`src/rtl/alu_pipe.sv`:
```
// Handshaked, width-parametrised ALU with a registered result/flag slot and a
// multi-cycle shift-add multiplier that stalls the input channel while it runs.
module alu_pipe #(
  parameter int WIDTH = 32
) (
  input  logic             clk,
  input  logic             rst,
  input  logic             in_valid,
  output logic             in_ready,
  input  logic [WIDTH-1:0] a,
  input  logic [WIDTH-1:0] b,
  input  logic [3:0]       opcode,
  output logic             out_valid,
  input  logic             out_ready,
  output logic [WIDTH-1:0] y,
  output logic [3:0]       flags
);

  localparam int SHW = $clog2(WIDTH);
  localparam logic [SHW-1:0] LAST_ITER = SHW'(WIDTH - 1);

  localparam logic [3:0] OP_AND  = 4'b0000;
  localparam logic [3:0] OP_OR   = 4'b0001;
  localparam logic [3:0] OP_ADD  = 4'b0010;
  localparam logic [3:0] OP_SUB  = 4'b0011;
  localparam logic [3:0] OP_XOR  = 4'b0100;
  localparam logic [3:0] OP_NOR  = 4'b0101;
  localparam logic [3:0] OP_SLL  = 4'b0110;
  localparam logic [3:0] OP_SRL  = 4'b0111;
  localparam logic [3:0] OP_SRA  = 4'b1000;
  localparam logic [3:0] OP_SLT  = 4'b1001;
  localparam logic [3:0] OP_SLTU = 4'b1010;
  localparam logic [3:0] OP_PASA = 4'b1011;
  localparam logic [3:0] OP_PASB = 4'b1100;
  localparam logic [3:0] OP_MUL  = 4'b1101;

  typedef enum logic [0:0] {ST_IDLE = 1'b0, ST_MUL = 1'b1} state_e;

  state_e           state_q, state_d;
  logic [WIDTH-1:0] acc_q, acc_d;
  logic [WIDTH-1:0] mcand_q, mcand_d;
  logic [WIDTH-1:0] mplier_q, mplier_d;
  logic [SHW-1:0]   cnt_q, cnt_d;
  logic [WIDTH-1:0] y_q, y_d;
  logic [3:0]       flags_q, flags_d;
  logic             out_valid_q, out_valid_d;

  logic [WIDTH-1:0] b_eff_s;
  logic [WIDTH:0]   sum_s;
  logic [SHW-1:0]   shamt_s;
  logic [WIDTH-1:0] alu_y_s;
  logic             alu_c_s;
  logic             alu_v_s;
  logic [WIDTH-1:0] mul_sum_s;
  logic             accept_s;

  // Flag vector {V, C, N, Z} for a finished result.
  function automatic logic [3:0] mk_flags(input logic [WIDTH-1:0] res, input logic c, input logic v);
    return {v, c, res[WIDTH-1], (res == {WIDTH{1'b0}})};
  endfunction

  assign in_ready  = !rst && (state_q == ST_IDLE) && (!out_valid_q || out_ready);
  assign accept_s  = in_valid && in_ready;
  assign out_valid = out_valid_q;
  assign y         = y_q;
  assign flags     = flags_q;

  // Single-cycle datapath; SUB reuses the adder as a + ~b + 1 so C means "no borrow".
  always_comb begin
    shamt_s = b[SHW-1:0];
    b_eff_s = (opcode == OP_SUB) ? ~b : b;
    sum_s   = {1'b0, a} + {1'b0, b_eff_s} + {{WIDTH{1'b0}}, (opcode == OP_SUB)};
    alu_y_s = {WIDTH{1'b0}};
    alu_c_s = 1'b0;
    alu_v_s = 1'b0;
    case (opcode)
      OP_AND:  alu_y_s = a & b;
      OP_OR:   alu_y_s = a | b;
      OP_ADD, OP_SUB: begin
        alu_y_s = sum_s[WIDTH-1:0];
        alu_c_s = sum_s[WIDTH];
        alu_v_s = (a[WIDTH-1] == b_eff_s[WIDTH-1]) && (sum_s[WIDTH-1] != a[WIDTH-1]);
      end
      OP_XOR:  alu_y_s = a ^ b;
      OP_NOR:  alu_y_s = ~(a | b);
      OP_SLL:  alu_y_s = a << shamt_s;
      OP_SRL:  alu_y_s = a >> shamt_s;
      OP_SRA:  alu_y_s = $signed(a) >>> shamt_s;
      OP_SLT:  alu_y_s = {{(WIDTH-1){1'b0}}, ($signed(a) < $signed(b))};
      OP_SLTU: alu_y_s = {{(WIDTH-1){1'b0}}, (a < b)};
      OP_PASA: alu_y_s = a;
      OP_PASB: alu_y_s = b;
      default: alu_y_s = {WIDTH{1'b0}};
    endcase
  end

  // Next-state logic for the FSM, multiplier registers and output slot.
  always_comb begin
    state_d     = state_q;
    acc_d       = acc_q;
    mcand_d     = mcand_q;
    mplier_d    = mplier_q;
    cnt_d       = cnt_q;
    y_d         = y_q;
    flags_d     = flags_q;
    mul_sum_s   = acc_q + (mplier_q[0] ? mcand_q : {WIDTH{1'b0}});
    if (out_valid_q && out_ready) begin
      out_valid_d = 1'b0;
    end else begin
      out_valid_d = out_valid_q;
    end
    case (state_q)
      ST_IDLE: begin
        if (accept_s && (opcode == OP_MUL)) begin
          mcand_d  = a;
          mplier_d = b;
          acc_d    = {WIDTH{1'b0}};
          cnt_d    = {SHW{1'b0}};
          state_d  = ST_MUL;
        end else if (accept_s) begin
          y_d         = alu_y_s;
          flags_d     = mk_flags(alu_y_s, alu_c_s, alu_v_s);
          out_valid_d = 1'b1;
        end else begin
          state_d = ST_IDLE;
        end
      end
      ST_MUL: begin
        acc_d    = mul_sum_s;
        mcand_d  = {mcand_q[WIDTH-2:0], 1'b0};
        mplier_d = {1'b0, mplier_q[WIDTH-1:1]};
        cnt_d    = cnt_q + {{(SHW-1){1'b0}}, 1'b1};
        // The last iteration's sum goes straight to the output slot.
        if (cnt_q == LAST_ITER) begin
          y_d         = mul_sum_s;
          flags_d     = mk_flags(mul_sum_s, 1'b0, 1'b0);
          out_valid_d = 1'b1;
          state_d     = ST_IDLE;
        end else begin
          state_d = ST_MUL;
        end
      end
      default: state_d = ST_IDLE;
    endcase
  end

  // State registers with synchronous reset.
  always_ff @(posedge clk) begin
    if (rst) begin
      state_q     <= ST_IDLE;
      acc_q       <= {WIDTH{1'b0}};
      mcand_q     <= {WIDTH{1'b0}};
      mplier_q    <= {WIDTH{1'b0}};
      cnt_q       <= {SHW{1'b0}};
      y_q         <= {WIDTH{1'b0}};
      flags_q     <= 4'b0000;
      out_valid_q <= 1'b0;
    end else begin
      state_q     <= state_d;
      acc_q       <= acc_d;
      mcand_q     <= mcand_d;
      mplier_q    <= mplier_d;
      cnt_q       <= cnt_d;
      y_q         <= y_d;
      flags_q     <= flags_d;
      out_valid_q <= out_valid_d;
    end
  end

endmodule

```
`config.mk`:
```
export PLATFORM = sky130hd
export DESIGN_NAME = alu_pipe
export DESIGN_NICKNAME = d
export VERILOG_FILES = /design/src/rtl/alu_pipe.sv
export SDC_FILE = /design/constraint.sdc
export NUM_CORES = 1
export LEC_CHECK = 0
export ABC_AREA = 1
export CAP_MARGIN = 30
export CORE_UTILIZATION = 45
export DETAILED_ROUTE_END_ITERATION = 8
export GPL_TIMING_DRIVEN = 0
export PLACE_DENSITY_LB_ADDON = 0.12
export SYNTH_ARGS = -nofsm -noshare
export SYNTH_HDL_FRONTEND = slang
export SYNTH_SLANG_ARGS = --single-unit
```
`constraint.sdc`:
```
create_clock -name clk -period 4.5 [get_ports clk]
set_clock_uncertainty 0.05 [all_clocks]
set_input_delay 1.125 -clock clk [delete_from_list [all_inputs] [get_ports clk]]
set_output_delay 1.125 -clock clk [all_outputs]
set_load 0.03 [all_outputs]
```
Word-level counts from Yosys, hierarchy flattened
Index checks and enable logic that the tools add are counted.

storage, ports and cells
  register bits = 139
  bits of input ports = 72
  output and inout bits = 38
  word-level logic and storage cells = 86

operators by class
  add/subtract/negate cells = 4
  magnitude comparators = 2
  eq/ne operators = 20
  shift operators = 3
  multiplexer cells = 29
  bitwise operators = 6
  reductions and logical operators = 14

operators with widths
  cell                                           number
  case mux 32 bit (12 select lines)              1
  2-to-1 mux 32 bit                              8
  case mux 32 bit (2 select lines)               4
  logical NOT 32 bit                             2
  < comparator 32 bit                            2
  inverter 32 bit                                2
  adder 32 x 32 -> 33 bit                        1
  adder 33 x 1 -> 33 bit                         1
  adder 32 bit                                   1
  AND 32 bit                                     1
  bitwise OR 32 bit                              1
  << shifter 32 x 5 -> 32 bit                    1
  right shift 32 x 5 -> 32 bit                   1
  >>> shifter 32 x 5 -> 32 bit                   1
  XOR 32 bit                                     1
  == test 4 bit, second input constant           6
  == test 4 x 3 -> 1 bit, second input constant  4
  2-to-1 mux 4 bit                               3
  case mux 5 bit (2 select lines)                1
  == test 4 x 2 -> 1 bit, second input constant  2
  2-to-1 mux 1 bit                               8
  case mux 4 bit (2 select lines)                1
  logical AND 1 bit                              6
  adder 5 x 1 -> 5 bit, second input constant    1
  other kinds (14)                               18

Depth between registers and ports, before layout
  depth after elaboration = 10
  mapped depth = 27

Worst setup path after synthesis
OpenSTA, ideal clock, no wires.

  path kind = input port to flip-flop
  start = input port opcode[3]
  end = register flags_q[0], in the netlist flags[0]
  library setup time = 0.109 ns
  data arrival time = 3.624 ns
  data required time = 4.341 ns
  slack = 0.717 ns
  stages = 23
  cell sequence = nor2_2 -> nand2_1 -> buf_1 -> xor2_1 -> ha_1 -> nand2_1 -> inv_1 -> a21oi_1 -> nand2_1 -> nand2_1 -> nand2_1 -> nand3_1 -> nand2_1 -> nand2_1 -> nand2_1 -> o21ai_0 -> nor2_1 -> nand2_1 -> nor2_1 -> nand2_1 -> nand3_1 -> nand2_1 -> inv_1

on the way
  longest elaborated chain between the ends = 9
  elaborated cells on any way between the ends = 26
  classes of those cells = add/sub: 2; eq/ne: 14; mux: 5; reduce/logical: 5

RTL lines
  item                               line        source
  start, declared                    12          input logic [3:0] opcode,
  == test 4 x 2 -> 1 bit             71, 72, 76
  2-to-1 mux 32 bit                  71          b_eff_s = (opcode == OP_SUB) ? ~b : b;
  adder 32 x 32 -> 33 bit            72          sum_s = {1'b0, a} + {1'b0, b_eff_s} + {{WIDTH{1'b0}}, (opcode == OP_SUB)};
  adder 33 x 1 -> 33 bit             72
  case mux 32 bit (12 select lines)  76          case (opcode)
  logical NOT 32 bit                 59          return {v, c, res[WIDTH-1], (res == {WIDTH{1'b0}})};
  2-to-1 mux 4 bit                   120         end else if (accept_s) begin
  2-to-1 mux 4 bit                   114         if (accept_s && (opcode == OP_MUL)) begin
  case mux 4 bit (2 select lines)    112         case (state_q)
  end signal, assigned               165         flags_q <= flags_d;
  end, declared                      45          logic [3:0] flags_q, flags_d;

Several ways; a longest one is shown, not always the timed one. The select of a mux whose other input is x is not followed.
A chain may end at the register's enable or synchronous reset.

Worst setup path in the final report
  start = input port b[3]
  end = register flags_q[0], in the netlist flags[0]

on the way
  longest elaborated chain between the ends = 9
  elaborated cells on any way between the ends = 18
  classes of those cells = add/sub: 2; order compare: 2; shift: 3; mux: 5; bitwise: 5; reduce/logical: 1

RTL lines
  item                                   line  source
  start, declared                        11    input logic [WIDTH-1:0] b,
  inverter 32 bit                        71
  2-to-1 mux 32 bit                      71
  adder 32 x 32 -> 33 bit                72
  adder 33 x 1 -> 33 bit                 72
  case mux 32 bit (12 select lines) (*)  76
  logical NOT 32 bit (*)                 59
  2-to-1 mux 4 bit (*)                   120
  2-to-1 mux 4 bit (*)                   114
  case mux 4 bit (2 select lines) (*)    112

Mark *: on every way between the ends. The rest lies on a longest branch, timed or not. The select of a mux whose other input is x is not followed.

==> flow_metrics.tcl <==
set metrics [dict create \
    finalSetupViolations 1 \
    min_period_ps 4640 \
    hold_class "reg -> reg" \
    antenna_found_initial 6 \
    clk_pin_slew_ps 70 \
    ys.flop_type "dfxtp_1" \
    cpPeakStageDelay_ps 830 \
    die_area_um2 38600 \
    synth_cells 2990 \
    first_pass_iters 6 \
    die_x_um 197 \
    grt_pass1_wl_um 132000 \
    path_delay_family "buffers and inverters" \
    totalWireLength_um 91300 \
    comb_power_share_pct 38.6 \
    coreArea_um2 37000 \
    grt.overflow.total 0 \
    start_kind "input port" \
    switchingPower_mw 1.90 \
    rows 70 \
    grt_use_met3_pct 14.0 \
    dpl_cell_area_um2 18700 \
    viasPerCell 6.31 \
    ir_worst_vdd_mv 0.243 \
    required_ps 4840 \
    cpMostUsedCell "nand3_1" \
    die_y_um 197 \
    synth_top_area_share_pct 21.9 \
    postCtsHoldBufs 0 \
    drv_slew 0 \
    hold_viol_final 0 \
    initial_utilization_pct 46.1 \
    yosysMostFrequentCell "nand2_1" \
    num-nets-final 3368 \
    switching_share_pct 43.2 \
    clock_path_buffers 2 \
    crit_buf_inv 5 \
    drtIter0Drc 3222 \
    ys_seq_elements 138 \
    grt_use_met2_pct 66.2 \
    vias 23000 \
    cts_made_buffers 17 \
    syn_area_per_cell_um2 5.70 \
    r2r-start "mplier_q[0]$_SDFFE_PP0P_" \
    violations "setup timing" \
    grt.total_usage_pct 46.3 \
    p_int_mw 2.49 \
    final_area_um2 19800 \
    grt_use_met1_pct 61.4 \
    end_kind "flip-flop" \
    power.share.clock_pct 32.5 \
    worstPathCellList "clkdlybuf4s50_1, buf_6, clkbuf_1, clkbuf_1, nand3_1, nand3_1, nand3_1, nor3_1, nand3_1, nor2_1, nand3_1, nor2_1, nand2_1, nand3_1, nand2_1, inv_1" \
    synth-edff-count 0 \
    synth.area.top_cells "nand2_1 22%, dfxtp_1 16%, ha_1 12%" \
    power_density_nw_per_um2 222 \
    hold_ws_ps 423 \
    h-tree-depth 4 \
    gp_congestion 1.08 \
    relSlewSlack_pct 30.0 \
    pin_count 110 \
    pwr-share-seq_pct 28.9 \
    cts_tree "done" \
    grt_max_degree 18 \
    async_flop_share_pct 0 \
    clock.fmax_mhz 216 \
    hp-start "acc_q[5]$_SDFFE_PP0P_" \
    route.detailed.drc 0 \
    tightest_slew_ps 1050 \
    yosysTopAreaCell "nand2_1" \
    maxCapViolations 0 \
    crit_path_top_delay_cell "clkbuf_1" \
    synthTopCellsByCount "994 x nand2_1, 406 x nand3_1, 269 x inv_1, 225 x nor2_1, 169 x ha_1" \
    busiest_layer "met2" \
    cp.arrival_ps 4970 \
    crit_start "b[3]" \
    syn_area_um2 17000 \
    worst_slack_ps -135 \
    portBuffers 108 \
    fin_crit_sh_pct 103 \
    synthesis.nets 3233 \
    cts_root_buf "clkbuf_16" \
    drive_gt1_share_pct 5.96 \
    clk_latency_ps 440 \
    cts.sinks 138 \
    ant_nets 0 \
    power.static_leakage_nw 9.29 \
    wl_per_cell_um 25.0 \
    fin_tns_setup_ps -135 \
    finalCoreUtilization_pct 53.6 \
    path_class "in -> reg" \
    dpl.hpwl_um 72100 \
    ys_types 44 \
    cp_max_fo 10 \
    ys_warn_count 0 \
    syn2layout_area_growth_pct 16.2 \
    grt_pass1_vias 20900 \
    seq_area_frac_synth_pct 16.2 \
    status "complete, but fails checks" \
]
-- what timing repair did --
item                                    CTS  global route
gates resized for setup                  50            70
pin swaps                                 1            14
endpoints found under the setup margin   26            11
buffers inserted                          1            10
-- flip-flops by register name, indices dropped and copies added (netlist names) --
signal     flops
acc_q         32
y             31
mcand_q       32
out_valid      1
cnt_q          5
state_q        1
mplier_q      32
flags          4
-- area by class of cell --
cell class                      instances  area [µm²]
Sequential cell                       138        2760
Tap cell                              504         631
Inverter                              276        1050
Buffer                                133         646
Clock inverter                         15         168
Antenna cell                            6        15.0
Fill cell                            3869       17200
Clock buffer                           17         425
Multi-Input combinational cell       2440       12900
Timing Repair Buffer                  119        1170
-- final timing paths --
path | cells after the start | slack, ps | to
setup / recovery | 16 | -140 | flags[0]$_SDFFE_PP0P_
hold / removal | 2 | 420 | acc_q[5]$_SDFFE_PP0P_
hold reg to reg | 2 | 420 | acc_q[5]$_SDFFE_PP0P_
setup reg to reg | 20 | 840 | flags[0]$_SDFFE_PP0P_
-- power groups by stage --
stage               clock network (mW)  logic (mW)  registers, mW
floorplan                            0       0.863           1.33
global placement                     0        1.52           1.30
detailed placement                   0        1.53           1.30
CTS                               1.42        1.55           1.27
global route                      1.48        1.78           1.27
finish                            1.43        1.69           1.27
-- worst min-delay path: stages (launching register included) --
cell     delay, ps
dfxtp_1        310
nand2_1         60
a21oi_1         50
-- per-layer routing --
| layer | share of wire (%) | routed length (µm) | up-vias |
|---|---|---|---|
| met3 | 14 | 12900 | 351 |
| met2 | 39 | 35900 | 1778 |
| met1 | 40 | 36400 | 10700 |
| met4 | 6.7 | 6130 | 4 |
| met5 | 0.027 | 25 | - |
| li1 | - | - | 10200 |
-- logic make-up after synthesis --
logic type                 synth area share (%)
xor gates and xnor gates                   2.47
AOI/OAI and AO/OA                          15.6
DFF                                        16.2
and+or+nand+nor                            43.5
adders and majority gates                  12.6
buffers and inverters                      9.61
-- layout by cell type, fill, tap and decap left out, drive strengths merged, types with 3 or more instances in the layout --
cell type      instances
o22ai                 17
xnor2                  6
nand2                997
o2111ai                6
xor2                  42
a21o                   5
dlygate4sd2            4
a31oi                 92
buf                   66
o21bai                10
clkinv                 3
nor2                 230
nor3                  37
and2                   4
a211oi                 4
clkdlybuf4s50        101
diode                  6
nand4                 30
a21oi                164
o211ai                19
nand3b                18
nor4                   9
inv                  287
ha                   169
dlymetal6s2s           3
o21a                   7
o221ai                 7
nand3                407
o21ai                133
clkbuf                95
dfxtp                138
or2                   20
-- metrics by stage --
step	total power [mW]	std cells	setup WS, ps
after CTS	4.23	3633	5.79
after global placement	2.82	3602	-1350
after global routing	4.53	3642	-26.9
after detailed placement	2.82	3602	-1300
final	4.39	3648	-135
after floorplan	2.19	2990	717
No activity file was read; power rests on OpenSTA's default activity.
